--- src/rtl/mem_stage_lsu_if.sv ---
// Bundle between the MEM stage LSU, the issuing pipeline and the data cache.
// The LSU takes the master modport; the pipeline/cache environment takes the slave modport.
interface mem_stage_lsu_if;
    logic        MEM_valid_a;
    logic        MEM_valid_b;
    logic [2:0]  MEM_mem_type_a;
    logic [2:0]  MEM_mem_type_b;
    logic        MEM_mem_we_a;
    logic        MEM_mem_we_b;
    logic [31:0] MEM_alu_result_a;
    logic [31:0] MEM_alu_result_b;
    logic [31:0] MEM_store_data_a;
    logic [31:0] MEM_store_data_b;

    logic        stall_dcache;
    logic [31:0] MEM_rf_wdata_a;
    logic [31:0] MEM_rf_wdata_b;
    logic        mem_ale_a;
    logic        mem_ale_b;

    logic        dc_req;
    logic        dc_we;
    logic [31:0] dc_addr;
    logic [3:0]  dc_wstrb;
    logic [31:0] dc_wdata;
    logic        dc_addr_ok;
    logic        dc_data_ok;
    logic [31:0] dc_rdata;

    modport master (
        input  MEM_valid_a, MEM_valid_b, MEM_mem_type_a, MEM_mem_type_b,
        input  MEM_mem_we_a, MEM_mem_we_b, MEM_alu_result_a, MEM_alu_result_b,
        input  MEM_store_data_a, MEM_store_data_b,
        output stall_dcache, MEM_rf_wdata_a, MEM_rf_wdata_b, mem_ale_a, mem_ale_b,
        output dc_req, dc_we, dc_addr, dc_wstrb, dc_wdata,
        input  dc_addr_ok, dc_data_ok, dc_rdata
    );

    modport slave (
        output MEM_valid_a, MEM_valid_b, MEM_mem_type_a, MEM_mem_type_b,
        output MEM_mem_we_a, MEM_mem_we_b, MEM_alu_result_a, MEM_alu_result_b,
        output MEM_store_data_a, MEM_store_data_b,
        input  stall_dcache, MEM_rf_wdata_a, MEM_rf_wdata_b, mem_ale_a, mem_ale_b,
        input  dc_req, dc_we, dc_addr, dc_wstrb, dc_wdata,
        output dc_addr_ok, dc_data_ok, dc_rdata
    );
endinterface

--- src/rtl/mem_stage_lsu.sv ---
// Dual-slot MEM stage load/store unit: serialises slot A then slot B onto a single
// dcache port, stalling the pipeline until every live memory op has completed.
module mem_stage_lsu (
    input  logic             clk,
    input  logic             rstn,
    mem_stage_lsu_if.master  bus
);

    localparam logic [2:0] MT_B  = 3'b001;
    localparam logic [2:0] MT_H  = 3'b010;
    localparam logic [2:0] MT_W  = 3'b011;
    localparam logic [2:0] MT_BU = 3'b101;
    localparam logic [2:0] MT_HU = 3'b110;

    typedef enum logic [1:0] {
        IDLE,
        REQ,
        WAIT
    } state_t;

    function automatic logic isMemType(input logic [2:0] t);
        return (t == MT_B) || (t == MT_H) || (t == MT_W) || (t == MT_BU) || (t == MT_HU);
    endfunction

    function automatic logic isMisaligned(input logic [2:0] t, input logic [1:0] off);
        return (((t == MT_H) || (t == MT_HU)) && off[0]) || ((t == MT_W) && (off != 2'b00));
    endfunction

    function automatic logic [31:0] loadExtend(input logic [2:0] t, input logic [31:0] rdata,
                                               input logic [1:0] off);
        logic [31:0] sh;
        sh = rdata >> {off, 3'b000};
        case (t)
            MT_B:    return {{24{sh[7]}}, sh[7:0]};
            MT_BU:   return {24'd0, sh[7:0]};
            MT_H:    return {{16{sh[15]}}, sh[15:0]};
            MT_HU:   return {16'd0, sh[15:0]};
            default: return sh;
        endcase
    endfunction

    state_t      state_q, state_d;
    logic        cur_q, cur_d;
    logic        doneA_q, doneA_d;
    logic        doneB_q, doneB_d;
    logic [31:0] loadDataA_q, loadDataA_d;
    logic [31:0] loadDataB_q, loadDataB_d;

    logic        isMemA, isMemB;
    logic        aleA, aleB;
    logic        activeA, activeB;
    logic        pendA, pendB;
    logic        stall;
    logic        dataDone;

    logic [2:0]  curType;
    logic        curWe;
    logic [31:0] curAddr;
    logic [31:0] curData;
    logic [31:0] curLoad;

    // A misaligned slot A squashes slot B as well, since B is younger.
    always_comb begin
        isMemA  = bus.MEM_valid_a && isMemType(bus.MEM_mem_type_a);
        isMemB  = bus.MEM_valid_b && isMemType(bus.MEM_mem_type_b);
        aleA    = isMemA && isMisaligned(bus.MEM_mem_type_a, bus.MEM_alu_result_a[1:0]);
        aleB    = isMemB && isMisaligned(bus.MEM_mem_type_b, bus.MEM_alu_result_b[1:0]);
        activeA = isMemA && !aleA;
        activeB = isMemB && !aleB && !aleA;
        pendA   = activeA && !doneA_q;
        pendB   = activeB && !doneB_q;
        stall   = pendA || pendB;
    end

    always_comb begin
        curType = cur_q ? bus.MEM_mem_type_b   : bus.MEM_mem_type_a;
        curWe   = cur_q ? bus.MEM_mem_we_b     : bus.MEM_mem_we_a;
        curAddr = cur_q ? bus.MEM_alu_result_b : bus.MEM_alu_result_a;
        curData = cur_q ? bus.MEM_store_data_b : bus.MEM_store_data_a;
        curLoad = loadExtend(curType, bus.dc_rdata, curAddr[1:0]);
    end

    always_ff @(posedge clk) begin
        if (!rstn) begin
            state_q     <= IDLE;
            cur_q       <= 1'b0;
            doneA_q     <= 1'b0;
            doneB_q     <= 1'b0;
            loadDataA_q <= 32'd0;
            loadDataB_q <= 32'd0;
        end else begin
            state_q     <= state_d;
            cur_q       <= cur_d;
            doneA_q     <= doneA_d;
            doneB_q     <= doneB_d;
            loadDataA_q <= loadDataA_d;
            loadDataB_q <= loadDataB_d;
        end
    end

    // data_ok only counts in WAIT, so a response left over from a reset access is dropped.
    always_comb begin
        state_d  = state_q;
        cur_d    = cur_q;
        dataDone = 1'b0;
        case (state_q)
            IDLE: begin
                if (pendA) begin
                    state_d = REQ;
                    cur_d   = 1'b0;
                end else if (pendB) begin
                    state_d = REQ;
                    cur_d   = 1'b1;
                end
            end
            REQ: begin
                if (bus.dc_addr_ok) begin
                    state_d = WAIT;
                end
            end
            WAIT: begin
                if (bus.dc_data_ok) begin
                    dataDone = 1'b1;
                    if (!cur_q && pendB) begin
                        state_d = REQ;
                        cur_d   = 1'b1;
                    end else begin
                        state_d = IDLE;
                    end
                end
            end
            default: state_d = IDLE;
        endcase
    end

    // Done flags live for exactly one instruction: they drop when the pipeline advances.
    always_comb begin
        doneA_d     = doneA_q;
        doneB_d     = doneB_q;
        loadDataA_d = loadDataA_q;
        loadDataB_d = loadDataB_q;
        if (!stall) begin
            doneA_d = 1'b0;
            doneB_d = 1'b0;
        end else if (dataDone) begin
            if (cur_q) begin
                doneB_d = 1'b1;
            end else begin
                doneA_d = 1'b1;
            end
        end
        if (dataDone) begin
            if (cur_q) begin
                loadDataB_d = curLoad;
            end else begin
                loadDataA_d = curLoad;
            end
        end
    end

    always_comb begin
        bus.dc_req   = 1'b0;
        bus.dc_we    = 1'b0;
        bus.dc_addr  = 32'd0;
        bus.dc_wstrb = 4'd0;
        bus.dc_wdata = 32'd0;
        if (state_q == REQ) begin
            bus.dc_req  = 1'b1;
            bus.dc_we   = curWe;
            bus.dc_addr = {curAddr[31:2], 2'b00};
            if (curWe) begin
                case (curType)
                    MT_B, MT_BU: begin
                        bus.dc_wstrb = 4'b0001 << curAddr[1:0];
                        bus.dc_wdata = {4{curData[7:0]}};
                    end
                    MT_H, MT_HU: begin
                        bus.dc_wstrb = 4'b0011 << curAddr[1:0];
                        bus.dc_wdata = {2{curData[15:0]}};
                    end
                    default: begin
                        bus.dc_wstrb = 4'b1111;
                        bus.dc_wdata = curData;
                    end
                endcase
            end
        end
    end

    always_comb begin
        bus.stall_dcache   = stall;
        bus.mem_ale_a      = aleA;
        bus.mem_ale_b      = aleB;
        bus.MEM_rf_wdata_a = (doneA_q && !bus.MEM_mem_we_a) ? loadDataA_q : bus.MEM_alu_result_a;
        bus.MEM_rf_wdata_b = (doneB_q && !bus.MEM_mem_we_b) ? loadDataB_q : bus.MEM_alu_result_b;
    end

endmodule

--- src/flat_wrapper.sv ---
// flat-port wrapper written by rule: the top's interface ports become plain ports
module mem_stage_lsu_flat 
  (clk, rstn, bus_MEM_valid_a, bus_MEM_valid_b, bus_MEM_mem_type_a, bus_MEM_mem_type_b, bus_MEM_mem_we_a, bus_MEM_mem_we_b, bus_MEM_alu_result_a, bus_MEM_alu_result_b, bus_MEM_store_data_a, bus_MEM_store_data_b, bus_stall_dcache, bus_MEM_rf_wdata_a, bus_MEM_rf_wdata_b, bus_mem_ale_a, bus_mem_ale_b, bus_dc_req, bus_dc_we, bus_dc_addr, bus_dc_wstrb, bus_dc_wdata, bus_dc_addr_ok, bus_dc_data_ok, bus_dc_rdata);
  mem_stage_lsu_if bus_i ();
  input  logic clk;
  input  logic rstn;
  input wire logic [$bits(bus_i.MEM_valid_a)-1:0] bus_MEM_valid_a;
  input wire logic [$bits(bus_i.MEM_valid_b)-1:0] bus_MEM_valid_b;
  input wire logic [$bits(bus_i.MEM_mem_type_a)-1:0] bus_MEM_mem_type_a;
  input wire logic [$bits(bus_i.MEM_mem_type_b)-1:0] bus_MEM_mem_type_b;
  input wire logic [$bits(bus_i.MEM_mem_we_a)-1:0] bus_MEM_mem_we_a;
  input wire logic [$bits(bus_i.MEM_mem_we_b)-1:0] bus_MEM_mem_we_b;
  input wire logic [$bits(bus_i.MEM_alu_result_a)-1:0] bus_MEM_alu_result_a;
  input wire logic [$bits(bus_i.MEM_alu_result_b)-1:0] bus_MEM_alu_result_b;
  input wire logic [$bits(bus_i.MEM_store_data_a)-1:0] bus_MEM_store_data_a;
  input wire logic [$bits(bus_i.MEM_store_data_b)-1:0] bus_MEM_store_data_b;
  output wire logic [$bits(bus_i.stall_dcache)-1:0] bus_stall_dcache;
  output wire logic [$bits(bus_i.MEM_rf_wdata_a)-1:0] bus_MEM_rf_wdata_a;
  output wire logic [$bits(bus_i.MEM_rf_wdata_b)-1:0] bus_MEM_rf_wdata_b;
  output wire logic [$bits(bus_i.mem_ale_a)-1:0] bus_mem_ale_a;
  output wire logic [$bits(bus_i.mem_ale_b)-1:0] bus_mem_ale_b;
  output wire logic [$bits(bus_i.dc_req)-1:0] bus_dc_req;
  output wire logic [$bits(bus_i.dc_we)-1:0] bus_dc_we;
  output wire logic [$bits(bus_i.dc_addr)-1:0] bus_dc_addr;
  output wire logic [$bits(bus_i.dc_wstrb)-1:0] bus_dc_wstrb;
  output wire logic [$bits(bus_i.dc_wdata)-1:0] bus_dc_wdata;
  input wire logic [$bits(bus_i.dc_addr_ok)-1:0] bus_dc_addr_ok;
  input wire logic [$bits(bus_i.dc_data_ok)-1:0] bus_dc_data_ok;
  input wire logic [$bits(bus_i.dc_rdata)-1:0] bus_dc_rdata;
  assign bus_i.MEM_valid_a = bus_MEM_valid_a;
  assign bus_i.MEM_valid_b = bus_MEM_valid_b;
  assign bus_i.MEM_mem_type_a = bus_MEM_mem_type_a;
  assign bus_i.MEM_mem_type_b = bus_MEM_mem_type_b;
  assign bus_i.MEM_mem_we_a = bus_MEM_mem_we_a;
  assign bus_i.MEM_mem_we_b = bus_MEM_mem_we_b;
  assign bus_i.MEM_alu_result_a = bus_MEM_alu_result_a;
  assign bus_i.MEM_alu_result_b = bus_MEM_alu_result_b;
  assign bus_i.MEM_store_data_a = bus_MEM_store_data_a;
  assign bus_i.MEM_store_data_b = bus_MEM_store_data_b;
  assign bus_stall_dcache = bus_i.stall_dcache;
  assign bus_MEM_rf_wdata_a = bus_i.MEM_rf_wdata_a;
  assign bus_MEM_rf_wdata_b = bus_i.MEM_rf_wdata_b;
  assign bus_mem_ale_a = bus_i.mem_ale_a;
  assign bus_mem_ale_b = bus_i.mem_ale_b;
  assign bus_dc_req = bus_i.dc_req;
  assign bus_dc_we = bus_i.dc_we;
  assign bus_dc_addr = bus_i.dc_addr;
  assign bus_dc_wstrb = bus_i.dc_wstrb;
  assign bus_dc_wdata = bus_i.dc_wdata;
  assign bus_i.dc_addr_ok = bus_dc_addr_ok;
  assign bus_i.dc_data_ok = bus_dc_data_ok;
  assign bus_i.dc_rdata = bus_dc_rdata;
  mem_stage_lsu u_core (.clk(clk), .rstn(rstn), .bus(bus_i));
endmodule
--- config.mk ---
export PLATFORM = sky130hd
export DESIGN_NAME = mem_stage_lsu_flat
export DESIGN_NICKNAME = d
export VERILOG_FILES = /design/src/rtl/mem_stage_lsu_if.sv /design/src/rtl/mem_stage_lsu.sv /design/src/flat_wrapper.sv
export SDC_FILE = /design/constraint.sdc
export NUM_CORES = 1
export LEC_CHECK = 0
export ABC_CLOCK_PERIOD_IN_PS = 3900
export BUFFER_PORTS_ARGS = -buffer_cell sky130_fd_sc_hd__buf_2
export CAP_MARGIN = 10
export CORE_AREA = 2 2 121 123
export DETAILED_ROUTE_END_ITERATION = 8
export DIE_AREA = 0 0 123 125
export GPL_TIMING_DRIVEN = 0
export PLACE_DENSITY = 0.7
export SYNTH_ARGS = -nofsm -noshare
export SYNTH_HDL_FRONTEND = slang
export SYNTH_SLANG_ARGS = --single-unit
--- constraint.sdc ---
create_clock -name clk -period 3.9 [get_ports clk]
set_input_delay 0.195 -clock clk [delete_from_list [all_inputs] [get_ports clk]]
set_output_delay 0.195 -clock clk [all_outputs]
set_load 0.02 [all_outputs]
==> impl_metrics.env <==
export IMPL_clkPwrFrac_pct=36.3
export IMPL_critPathKind="reg -> out"
export IMPL_route_detailed_drc=0
export IMPL_sw_frac_of_total_pct=35.1
export IMPL_synth_area_per_cell_sq_um=8.17
export IMPL_rows=44
export IMPL_synthesis_area_sq_um=5190
export IMPL_dieArea_sq_um=15400
export IMPL_post_route_period_util_pct=93.4
export IMPL_top_usage_layer="met2"
export IMPL_max_stage_delay_ns=0.40
export IMPL_ys_ff_latch=69
export IMPL_htree_levels=3
export IMPL_fmax_ghz=0.275
export IMPL_overflow=0
export IMPL_num_vias=6127
export IMPL_startpoint_type="register"
export IMPL_pin_count=311
export IMPL_cpMostUsedCell="buf_4"
export IMPL_power_frac_seq_pct=29.6
export IMPL_holdWs_ns=0.185
export IMPL_run_status="completed"
export IMPL_cts_tree="built"
export IMPL_synth_top_flop_cell="dfxtp_1"
export IMPL_p_int_mw=1.60
export IMPL_hpwlAfterDp_mm=18.0
export IMPL_fin_ws_ns=0.258
export IMPL_rsz0062_at_grt="no"
export IMPL_clockBufferDepth=2
export IMPL_postPlaceCellArea_sq_um=6960
export IMPL_drive_gt1_share_pct=42.7
export IMPL_setup_viol=0
export IMPL_crit_chain="buf_4, buf_4, buf_4, mux2i_2, inv_1, ha_2, inv_1, buf_2, o211ai_1, buf_4, o22ai_1, buf_2"
export IMPL_synth_cell_types=41
export IMPL_crit_path_top_delay_cell="dfxtp_1"
export IMPL_fin_area_sq_um=7310
export IMPL_antenna_left=0
export IMPL_switchingPower_mw=0.866
export IMPL_synth_edff_count=0
export IMPL_wl_mm=22.1
export IMPL_post_place_ws_ns=-0.166
export IMPL_coreArea_sq_um=14200
export IMPL_synth_seq_area_share_pct=26.6
export IMPL_die_h_um=125
export IMPL_met2_usage_pct=48.6
export IMPL_clock_latency_ns=0.34
export IMPL_clkTransAtPathRegs_ns=0.06
export IMPL_synth_cells=636
export IMPL_wire_per_inst_um=19.3
export IMPL_grt_util_all_layers_pct=27.5
export IMPL_use_met3_pct=5.25
export IMPL_cts_buffers=9
export IMPL_worst_pin_slew_ns=0.691
export IMPL_use_met1_pct=33.4
export IMPL_grt_pass1_wl_mm=32.5
export IMPL_combPwrFrac_pct=34.1
export IMPL_end_kind="output pin"
export IMPL_power_leakage_nw=3.38
export IMPL_holdBufCountCts=0
export IMPL_start_util_pct=36.6
export IMPL_grt_max_degree=14
export IMPL_async_flop_share_pct=0
export IMPL_ys_warn_count=0
export IMPL_peakVddDrop_mv=0.238
export IMPL_die_w_um=123
export IMPL_viasPerCell=5.35
export IMPL_gp_congestion=0.934
export IMPL_clk_root_buffer_cell="clkbuf_16"
export IMPL_final_min_clock_period_ns=3.64
export IMPL_drtIter0Drc=332
export IMPL_cp_required_ns=3.70
export IMPL_slew_violations=0
export IMPL_io_buffers=307
export IMPL_first_pass_iters=5
export IMPL_cp_max_fo=10
export IMPL_p_per_area_nw_per_um2=338
export IMPL_cts_sinks=69
export IMPL_layout_nets=1132
export IMPL_worstPathArrival_ns=3.45
export IMPL_relSlewSlack_pct=54.0
export IMPL_antenna_found_initial=2
export IMPL_hold_violations=0
export IMPL_syn_to_final_growth_pct=40.8
export IMPL_hold_class="in -> reg"
export IMPL_drv_cap=0
export IMPL_fin_worst_skew_ns=0.0113
export IMPL_first_global_vias=5901
[area by class of cell]
class | count | area [sq um]
tap | 184 | 230
clock buffer | 9 | 225
inverter | 10 | 37.5
clock inverter | 7 | 97.6
timing repair buffer | 308 | 1540
sequential | 69 | 1380
buffer | 58 | 267
multi-input combinational | 499 | 3530
antenna | 1 | 2.50
fill | 1484 | 6890
[power groups by stage]
stage	Clock, mW	Sequential (mW)	Combinational (mW)
2_1_floorplan	0	0.742	0.515
3_3_place_gp	0	0.746	0.829
3_5_place_dp	0	0.746	0.835
4_1_cts	0.897	0.731	0.840
5_1_grt	0.931	0.733	0.909
6_report	0.896	0.731	0.843
[cells in the final DEF (no fill, tap or decap), types with 4 or more instances in the layout]
cell type  netlist  layout
a31oi_1         33      33
nor2_1          54      54
or2_1            8       8
nand2b_1         4       4
o22ai_1         17      16
clkbuf_1        32      30
buf_4            4       8
o21ai_1          4       4
and2_1           4       4
dfxtp_1         69      69
o21ai_0         53      53
clkbuf_16        0       9
nand2_1         56      56
o21a_1           7       7
a21oi_1         40      40
a21boi_1        16      16
buf_1            8       8
a211oi_1        11      11
inv_1           10      10
mux2i_1         88      87
mux2_1          17      17
buf_2           14     319
mux2_2          56      56
[Yosys cell counts (all sizes together), types with 3 or more instances]
cell	count	area, sq um
a211oi	11	82.6
o22ai	17	106
dfxtp	69	1380
nand3	3	15.0
a31oi	33	206
or2	11	68.8
mux2	73	822
nor2	54	203
mux2i	90	908
or3	3	18.8
o21ai	57	285
inv	10	37.5
nand2b	4	25.0
buf	27	141
and2	4	25.0
ha	3	37.5
o21a	7	52.6
clkbuf	32	120
a21boi	16	120
nand2	56	210
a21oi	40	200
[critical path: cells and delay by family, from the launching register on]
family	cells	cell delay (ns)
buf+inv	8	1.66
mux	1	0.32
flops	1	0.40
compound gates	2	0.36
fa+ha+maj	1	0.36
[logic make-up (layout without fill, tap and decap cells)]
kind of cell               Yosys count  count (layout)  synth area share, %
adders and majority gates            3               3                0.723
DFF                                 69              69                 26.6
muxes                              163             163                 33.3
other                                1               3               0.0722
buffers and inverters               69             392                 5.76
AOI/OAI and AO/OA                  189             189                 21.8
and+or+nand+nor                    142             142                 11.8
[routing by layer]
layer / up-vias / wire length (um)
li1: 2938 / -
met1: 2846 / 8770
met2: 300 / 11000
met3: 41 / 1750
met4: 2 / 538
met5: - / 13
[flip-flops by register name, summed over array words and instances (netlist names)]
| name | cells |
|---|---|
| u_core.doneA_q | 1 |
| u_core.loadDataB_q | 32 |
| u_core.cur_q | 1 |
| u_core.loadDataA_q | 32 |
| u_core.doneB_q | 1 |
| u_core.state_q | 2 |
[what timing repair did]
item	4_1_cts	5_1_grt
endpoints found under the setup margin	47	9
resized for setup	4	4
buffers inserted	0	1
pin swaps	0	1
endpoints found under the hold margin	0	0
[stage by stage]
stage                     TNS (ns)  cells  power [mW]  utilization (%)
after floorplan                  0    637        1.26                -
after global placement      -0.344   1128        1.57             49.0
after detailed placement     -1.52   1128        1.58             49.0
after CTS                        0   1143        2.47             51.3
after global routing             0   1145        2.57             51.5
final                            0   1145        2.47             51.5
[worst paths after layout]
path                                       startpoint                      to  slack (ns)  cells after the start
worst max register to register           u_core.cur_q  u_core.loadDataA_q[18]        0.49                     12
worst min-delay path                 bus_dc_rdata[30]  u_core.loadDataA_q[30]        0.19                      3
worst min register to register  u_core.loadDataA_q[7]   u_core.loadDataA_q[7]        0.45                      2
worst max-delay path                     u_core.cur_q        bus_dc_wdata[23]        0.26                     12
Power figures use the tool's default switching activity.
